[src/rtl/gol_pkg.sv]
// Package gol_pkg: shared types and helpers for the Game-of-Life display stage.
//   GRID_W       width of one generation (16x16 grid, row-major, row 0 in the MSBs)
//   ROW_W        width of one matrix row
//   POP_W        width needed to count every live cell (0..GRID_W)
//   scan_state_t row-scan state machine encoding
//   row_of()     extracts row r of a grid; bit 15 of the result is the leftmost column
package gol_pkg;

  localparam int GRID_W = 256;
  localparam int ROW_W  = 16;
  localparam int POP_W  = $clog2(GRID_W + 1);

  typedef enum logic [1:0] {
    SCAN_IDLE,
    SCAN_BLANK,
    SCAN_DRIVE
  } scan_state_t;

  // Row 0 occupies the top 16 bits of the grid, row 15 the bottom 16.
  function automatic logic [ROW_W-1:0] row_of(input logic [GRID_W-1:0] grid, input int r);
    return grid[GRID_W-1-ROW_W*r -: ROW_W];
  endfunction

endpackage

[src/rtl/gol_matrix_scan_if.sv]
// Interface gol_matrix_scan_if: bundle between the generation producer and the matrix scanner.
//   grid_in     generation to display (row r = grid_in[255-16r -: 16])
//   grid_valid  1-cycle strobe, grid_in holds a new generation
//   row_sel     one-hot active-high row drive
//   col_data    column data for the selected row (1 = lit)
//   frame_done  1-cycle pulse after the last row's dwell
//   frame_drop  1-cycle pulse when an unshown pending generation is overwritten
//   pop_count   live cells in the display buffer (0 unless GOL_SCAN_POPCOUNT_EN)
// Modports: master = generator side, slave = scanner side.
interface gol_matrix_scan_if;
  import gol_pkg::*;

  logic [GRID_W-1:0] grid_in;
  logic              grid_valid;
  logic [ROW_W-1:0]  row_sel;
  logic [ROW_W-1:0]  col_data;
  logic              frame_done;
  logic              frame_drop;
  logic [POP_W-1:0]  pop_count;

  modport master (
    output grid_in, grid_valid,
    input  row_sel, col_data, frame_done, frame_drop, pop_count
  );

  modport slave (
    input  grid_in, grid_valid,
    output row_sel, col_data, frame_done, frame_drop, pop_count
  );

endinterface

[src/rtl/gol_popcount.sv]
// Module gol_popcount: registered population count of a full grid.
//   clk    clock
//   reset  asynchronous, active-high
//   grid   256-bit grid to count
//   count  number of 1s in grid, registered (valid one cycle after grid changes)
module gol_popcount
  import gol_pkg::*;
(
  input  logic              clk,
  input  logic              reset,
  input  logic [GRID_W-1:0] grid,
  output logic [POP_W-1:0]  count
);

  logic [POP_W-1:0] sum;

  always_comb begin
    sum = '0;
    for (int i = 0; i < GRID_W; i++) begin
      sum = sum + POP_W'(grid[i]);
    end
  end

  always_ff @(posedge clk or posedge reset) begin
    if (reset) begin
      count <= '0;
    end else begin
      count <= sum;
    end
  end

endmodule

[src/rtl/gol_matrix_scan.sv]
// Module gol_matrix_scan: double-buffered row-multiplexed LED matrix scanner.
//   clk    clock
//   reset  asynchronous, active-high
//   bus    gol_matrix_scan_if.slave (grid_in/grid_valid in; row_sel, col_data,
//          frame_done, frame_drop, pop_count out)
// New generations land in a pending buffer while scanning and are promoted to
// the display buffer only at the frame boundary, so a frame never tears.
// Each row gets BLANK_CYCLES of all-off followed by DWELL_CYCLES of drive.
// Optional feature: define GOL_SCAN_POPCOUNT_EN to report the live-cell count
// of the display buffer on pop_count; otherwise pop_count is tied to 0.
module gol_matrix_scan #(
  parameter int ROWS         = 16,
  parameter int COLS         = 16,
  parameter int DWELL_CYCLES = 1000,
  parameter int BLANK_CYCLES = 8
) (
  input logic             clk,
  input logic             reset,
  gol_matrix_scan_if.slave bus
);
  import gol_pkg::*;

  localparam int MAX_CYC = (DWELL_CYCLES > BLANK_CYCLES) ? DWELL_CYCLES : BLANK_CYCLES;
  localparam int CW      = $clog2(MAX_CYC + 1);
  localparam int RW      = (ROWS > 1) ? $clog2(ROWS) : 1;

  scan_state_t       state, state_n;
  logic [CW-1:0]     cnt, cnt_n;
  logic [RW-1:0]     row, row_n;
  logic [GRID_W-1:0] disp, pend;
  logic              pend_valid;
  logic [COLS-1:0]   row_bits;
  logic              blank_end, drive_end, frame_end;
  logic [ROW_W-1:0]  row_sel_q, col_data_q;
  logic              frame_done_q, frame_drop_q;
  logic [POP_W-1:0]  pop_q;

  assign blank_end = (cnt == CW'(BLANK_CYCLES - 1));
  assign drive_end = (cnt == CW'(DWELL_CYCLES - 1));
  // Last cycle of the last row's dwell: the only point where display may swap.
  assign frame_end = (state == SCAN_DRIVE) && drive_end && (row == RW'(ROWS - 1));
  assign row_bits  = row_of(disp, int'(row));

  always_comb begin
    state_n = state;
    cnt_n   = cnt + CW'(1);
    row_n   = row;
    case (state)
      SCAN_IDLE: begin
        cnt_n = '0;
        if (bus.grid_valid) state_n = SCAN_BLANK;
      end
      SCAN_BLANK: begin
        if (blank_end) begin
          state_n = SCAN_DRIVE;
          cnt_n   = '0;
        end
      end
      SCAN_DRIVE: begin
        if (drive_end) begin
          state_n = SCAN_BLANK;
          cnt_n   = '0;
          row_n   = (row == RW'(ROWS - 1)) ? '0 : row + RW'(1);
        end
      end
      default: begin
        state_n = SCAN_IDLE;
        cnt_n   = '0;
      end
    endcase
  end

  always_ff @(posedge clk or posedge reset) begin
    if (reset) begin
      state <= SCAN_IDLE;
      cnt   <= '0;
      row   <= '0;
    end else begin
      state <= state_n;
      cnt   <= cnt_n;
      row   <= row_n;
    end
  end

  // A generation arriving on the frame boundary bypasses the pending buffer
  // and goes straight to display, discarding any older pending one.
  always_ff @(posedge clk or posedge reset) begin
    if (reset) begin
      disp         <= '0;
      pend         <= '0;
      pend_valid   <= 1'b0;
      frame_drop_q <= 1'b0;
    end else begin
      frame_drop_q <= 1'b0;
      if (state == SCAN_IDLE) begin
        if (bus.grid_valid) disp <= bus.grid_in;
      end else if (frame_end) begin
        if (bus.grid_valid) begin
          disp         <= bus.grid_in;
          pend_valid   <= 1'b0;
          frame_drop_q <= pend_valid;
        end else if (pend_valid) begin
          disp       <= pend;
          pend_valid <= 1'b0;
        end
      end else if (bus.grid_valid) begin
        pend         <= bus.grid_in;
        pend_valid   <= 1'b1;
        frame_drop_q <= pend_valid;
      end
    end
  end

  // Outputs are registered from the next state so they change on the first
  // cycle of each state. Row does not advance on BLANK->DRIVE, so the current
  // row and display buffer are the ones that will be driven.
  always_ff @(posedge clk or posedge reset) begin
    if (reset) begin
      row_sel_q    <= '0;
      col_data_q   <= '0;
      frame_done_q <= 1'b0;
    end else begin
      row_sel_q    <= '0;
      col_data_q   <= '0;
      frame_done_q <= frame_end;
      if (state_n == SCAN_DRIVE) begin
        row_sel_q  <= ROW_W'(1) << row;
        col_data_q <= row_bits;
      end
    end
  end

`ifdef GOL_SCAN_POPCOUNT_EN
  gol_popcount u_popcount (
    .clk   (clk),
    .reset (reset),
    .grid  (disp),
    .count (pop_q)
  );
`else
  assign pop_q = '0;
`endif

  assign bus.row_sel    = row_sel_q;
  assign bus.col_data   = col_data_q;
  assign bus.frame_done = frame_done_q;
  assign bus.frame_drop = frame_drop_q;
  assign bus.pop_count  = pop_q;

endmodule
[src/flat_wrapper.sv]
// flat-port wrapper written by rule: the top's interface ports become plain ports
module gol_matrix_scan_flat import gol_pkg::*;
#(
  parameter int ROWS         = 16,
  parameter int COLS         = 16,
  parameter int DWELL_CYCLES = 1000,
  parameter int BLANK_CYCLES = 8
)
  (clk, reset, bus_grid_in, bus_grid_valid, bus_row_sel, bus_col_data, bus_frame_done, bus_frame_drop, bus_pop_count);
  gol_matrix_scan_if bus_i ();
  input logic clk;
  input logic reset;
  input wire logic [$bits(bus_i.grid_in)-1:0] bus_grid_in;
  input wire logic [$bits(bus_i.grid_valid)-1:0] bus_grid_valid;
  output wire logic [$bits(bus_i.row_sel)-1:0] bus_row_sel;
  output wire logic [$bits(bus_i.col_data)-1:0] bus_col_data;
  output wire logic [$bits(bus_i.frame_done)-1:0] bus_frame_done;
  output wire logic [$bits(bus_i.frame_drop)-1:0] bus_frame_drop;
  output wire logic [$bits(bus_i.pop_count)-1:0] bus_pop_count;
  assign bus_i.grid_in = bus_grid_in;
  assign bus_i.grid_valid = bus_grid_valid;
  assign bus_row_sel = bus_i.row_sel;
  assign bus_col_data = bus_i.col_data;
  assign bus_frame_done = bus_i.frame_done;
  assign bus_frame_drop = bus_i.frame_drop;
  assign bus_pop_count = bus_i.pop_count;
  gol_matrix_scan #(.ROWS(ROWS), .COLS(COLS), .DWELL_CYCLES(DWELL_CYCLES), .BLANK_CYCLES(BLANK_CYCLES)) u_core (.clk(clk), .reset(reset), .bus(bus_i));
endmodule
[config.mk]
export PLATFORM = sky130hd
export DESIGN_NAME = gol_matrix_scan_flat
export DESIGN_NICKNAME = d
export VERILOG_FILES = /design/src/rtl/gol_pkg.sv /design/src/rtl/gol_matrix_scan_if.sv /design/src/rtl/gol_popcount.sv /design/src/rtl/gol_matrix_scan.sv /design/src/flat_wrapper.sv
export SDC_FILE = /design/constraint.sdc
export NUM_CORES = 1
export LEC_CHECK = 0
export BUFFER_PORTS_ARGS = -buffer_cell sky130_fd_sc_hd__buf_4
export CORE_MARGIN = 5
export CORE_UTILIZATION = 40
export CTS_CLUSTER_DIAMETER = 200
export DETAILED_ROUTE_END_ITERATION = 10
export GPL_TIMING_DRIVEN = 0
export PLACE_DENSITY = 0.64
export SYNTH_ARGS = -nofsm -noshare
export SYNTH_HDL_FRONTEND = slang
export SYNTH_SLANG_ARGS = --single-unit
[constraint.sdc]
create_clock -name clk -period 34.1 [get_ports clk]
set_clock_uncertainty 0.15 [all_clocks]
set_input_delay 6.82 -clock clk [delete_from_list [all_inputs] [get_ports clk]]
set_output_delay 6.82 -clock clk [all_outputs]
set_load 0.02 [all_outputs]
==> results.cfg <==
[run_status]
status = finished, final reports clean

[critical_path]
crit_path_start = bus_grid_valid
crit_path_end_kind = flip-flop
highest_net_fanout_along_the_worst_path = 10
critical_path_arrival_ns = 9.48
worst-r2r-setup-slack_ns = 30.52
critPathTopFamily = buffers and inverters
critical_path_cell_count = 6
worstReg2RegEnd = u_core.disp[138]
worst_path_largest_cell_delay_ns = 0.94
endpoint = u_core.disp[138]
worst_r2r_startpoint = u_core.state[0]
ff2ff_path_depth = 7
crit_chain = buf_4, nor2_1, clkbuf_1, clkbuf_1, mux2_2, mux2_2
cp_num_buf_inv = 3
cp.required_ns = 34.44
crit_type = in -> reg
worstSetupStartpointType = input pin
timing.critical_path.slowest_stage_cell = sky130_fd_sc_hd__clkbuf_1

[clock_tree]
tritoncts = yes
cts_made_buffers = 61
cts.sinks = 563
htree_levels = 2
cts_setup_buffers = 0
clkSlewWorstSetupHoldPaths_ns = 0.06
post_cts_resize_count = 0
count_of_hold_buffers_inserted_by_post_cts_repair = 0
clock_latency_ns = 0.63
root_buffer = sky130_fd_sc_hd__clkbuf_16
cts.path.max_buffers = 3

[routing]
drt-wirelength-per-cell_um = 24.50
detailedRoute.firstIterationViolations = 744
routed_wl_um = 73250
drcViolationCount = 0
via_per_inst = 5.203
routed-via-count = 15560
ant_nets = 0
firstDrtPassIters = 5

[timing]
post-route-min-period_ns = 9.134
finalHoldViolations = 0
finish_stage_setup_viols = 0
rsz0062_at_grt = no
timing.setup.tns_ns = 0
clock.fmax_ghz = 0.1095
max_slew.worst_pin.slew_ns = 1.211
fin_hold_ws_ns = 0.3456
worst_rel_slew_slack_pct = 19.29
timing_max_transition_violations_final = 0
timing.final.crit_share_pct = 26.79

[global_routing]
global_route_wire_length_before_repair_um = 110000
number_of_global_route_vias_before_repair = 17300
grt_antenna_before_repair = 6
grt_start_max_net_pins = 130
groute.usage.overall_pct = 19.65
globalRouteOverflowTotal = 0

[pwr]
cell_internal_power_mw = 2.049
clock_power_share_pct = 25.3
p_leak_nw = 14.35
power_density_nw_per_um2 = 88.77
total_power_mw = 2.907
power.share.sequential_pct = 39.9
netSwitchingPower_mw = 0.8581
max_vdd_drop_mv = 0.04560
pwr-share-comb_pct = 34.8
swShare_pct = 29.52

[die]
rows = 95
design.core.area_sq_um = 67160
design.die.area_sq_um = 72940
chipHeight_um = 270.1
die_w_um = 270.1
io_pins = 302
initial_util_pct = 40.29

[yosys]
synth.yosys.seq_area_share_pct = 52.07
yosys.area_share.simple_pct = 1.443
synth.mux.area_fraction_pct = 40.66
synthDominantAreaCellType = sky130_fd_sc_hd__dfrtp_1
synth_warnings = 0
synth.area.top_cells = sky130_fd_sc_hd__dfrtp_1 (52%), sky130_fd_sc_hd__mux2_2 (22%), sky130_fd_sc_hd__mux2_4 (13%)
synth_xor_area_share_pct = 0.2590
synth_ff_type = sky130_fd_sc_hd__dfrtp_1
synth_edf_count = 0
synth-adder-area-share_pct = 0.5087
ys_async_sr_fraction_pct = 100.0
ys_top_cells_by_count = sky130_fd_sc_hd__dfrtp_1 (563), sky130_fd_sc_hd__mux2_2 (529), sky130_fd_sc_hd__mux2_4 (240), sky130_fd_sc_hd__mux4_2 (64), sky130_fd_sc_hd__clkbuf_1 (45)
synth_top_family_by_area = multiplexers
syn_avg_cell_area_sq_um = 15.95
synth_compound_gate_area_share_pct = 1.739
netlist-cell-type-count = 40
synthesis.instances = 1696
synth.ff_latch_count = 563
yosys.cell_count.top_type = sky130_fd_sc_hd__dfrtp_1
post-synth-top-area-fraction_pct = 52.07
syn-cell-area_sq_um = 27060

[min_path]
timing.hold.worst.class = reg -> reg

[cells_and_area]
utilization_pct = 48.76
area_growth_syn_to_layout_pct = 21.02
drive_gt1_share_pct = 62.51
nets = 2333

[placed_design]
globalplace.congestion = 0.8165
place.port_buffers = 292
hpwl_um = 54120

[run]
cap_violations = 0
## per-stage QoR
step	setup WS, ns	instances	instance area, sq um
global placement	5.333	2869	30370
detailed placement	24.30	2873	30490
CTS	24.96	2988	32740
floorplan	11.38	1704	27090
finish	24.97	2990	32750
global route	24.91	2988	32740
## state kept, by name, summed over array words and instances (netlist names)
register               cells
u_core.bus.col_data       16
u_core.pend_valid          1
u_core.cnt                10
u_core.state               2
u_core.pend              256
u_core.bus.frame_drop      1
u_core.bus.frame_done      1
u_core.disp              256
u_core.row                 4
u_core.bus.row_sel        16
## power groups by stage
| stage | Sequential, mW | Clock [mW] | Combinational, mW |
|---|---|---|---|
| finish | 1.16 | 0.735 | 1.01 |
| global placement | 1.15 | 0 | 0.991 |
| global route | 1.19 | 0.775 | 1.08 |
| CTS | 1.16 | 0.748 | 1.02 |
| floorplan | 1.09 | 0 | 0.801 |
| detailed placement | 1.16 | 0 | 1.02 |
## how the worst min path moves through the flow
stage                                start          endpoint  cells past startpoint
after floorplan              u_core.cnt[0]     u_core.cnt[0]                      1
after global placement       u_core.cnt[0]     u_core.cnt[0]                      1
after detailed placement     u_core.cnt[0]     u_core.cnt[0]                      1
after CTS                    u_core.cnt[0]     u_core.cnt[0]                      1
after global routing      u_core.pend[222]  u_core.pend[222]                      1
final                        u_core.cnt[0]     u_core.cnt[0]                      1
## routing by layer
| layer | vias to the layer above | wire [um] | GRT usage, % |
|---|---|---|---|
| met5 | - | 55 | 0 |
| met4 | 8 | 2105 | 5.528 |
| met3 | 108 | 3348 | 4.220 |
| met2 | 309 | 34550 | 31.87 |
| met1 | 8176 | 33190 | 26.88 |
| li1 | 6957 | - | - |
## cells by family after synthesis
group           after synthesis
xor+xnor                      8
buf+inv                     139
compound gates               64
fa+ha+maj                    11
other cells                   1
flops                       563
mux                         833
simple gates                 77
## layout make-up
| type | instances | area [sq um] |
|---|---|---|
| Timing Repair Buffer | 296 | 2302 |
| Multi-Input combinational cell | 1002 | 12100 |
| Buffer | 123 | 834.6 |
| Clock inverter | 40 | 539.3 |
| Clock buffer | 75 | 1712 |
| Tap cell | 873 | 1092 |
| Inverter | 16 | 67.56 |
| Fill cell | 5718 | 34410 |
| Sequential cell | 563 | 14090 |
| Antenna cell | 2 | 5.005 |
## worst reg2reg max path: cells and delay by family, from the launching register on
family                     cells  cell delay, ns
muxes                          2            0.69
buffers and inverters          3            1.58
DFF                            1            0.40
and+or+nand+nor                1            0.37
adders and majority gates      1            0.26
## cells in the final DEF (no fill, tap or decap), types with 14 or more instances in the layout
cell                        Yosys  final
sky130_fd_sc_hd__nor3_1        16     16
sky130_fd_sc_hd__clkbuf_16      0     63
sky130_fd_sc_hd__dfrtp_1      563    563
sky130_fd_sc_hd__clkinv_2       0     16
sky130_fd_sc_hd__mux4_2        64     64
sky130_fd_sc_hd__mux2_2       529    529
sky130_fd_sc_hd__buf_4         34    326
sky130_fd_sc_hd__nand2_1       20     20
sky130_fd_sc_hd__a22oi_1       32     32
sky130_fd_sc_hd__buf_6         26     26
sky130_fd_sc_hd__mux2_4       240    240
sky130_fd_sc_hd__buf_2         14     14
sky130_fd_sc_hd__a211oi_1      16     16
sky130_fd_sc_hd__inv_1         16     15
sky130_fd_sc_hd__nor2_1        15     15
sky130_fd_sc_hd__clkbuf_1      45     48
(Power assumes the default switching activity.)
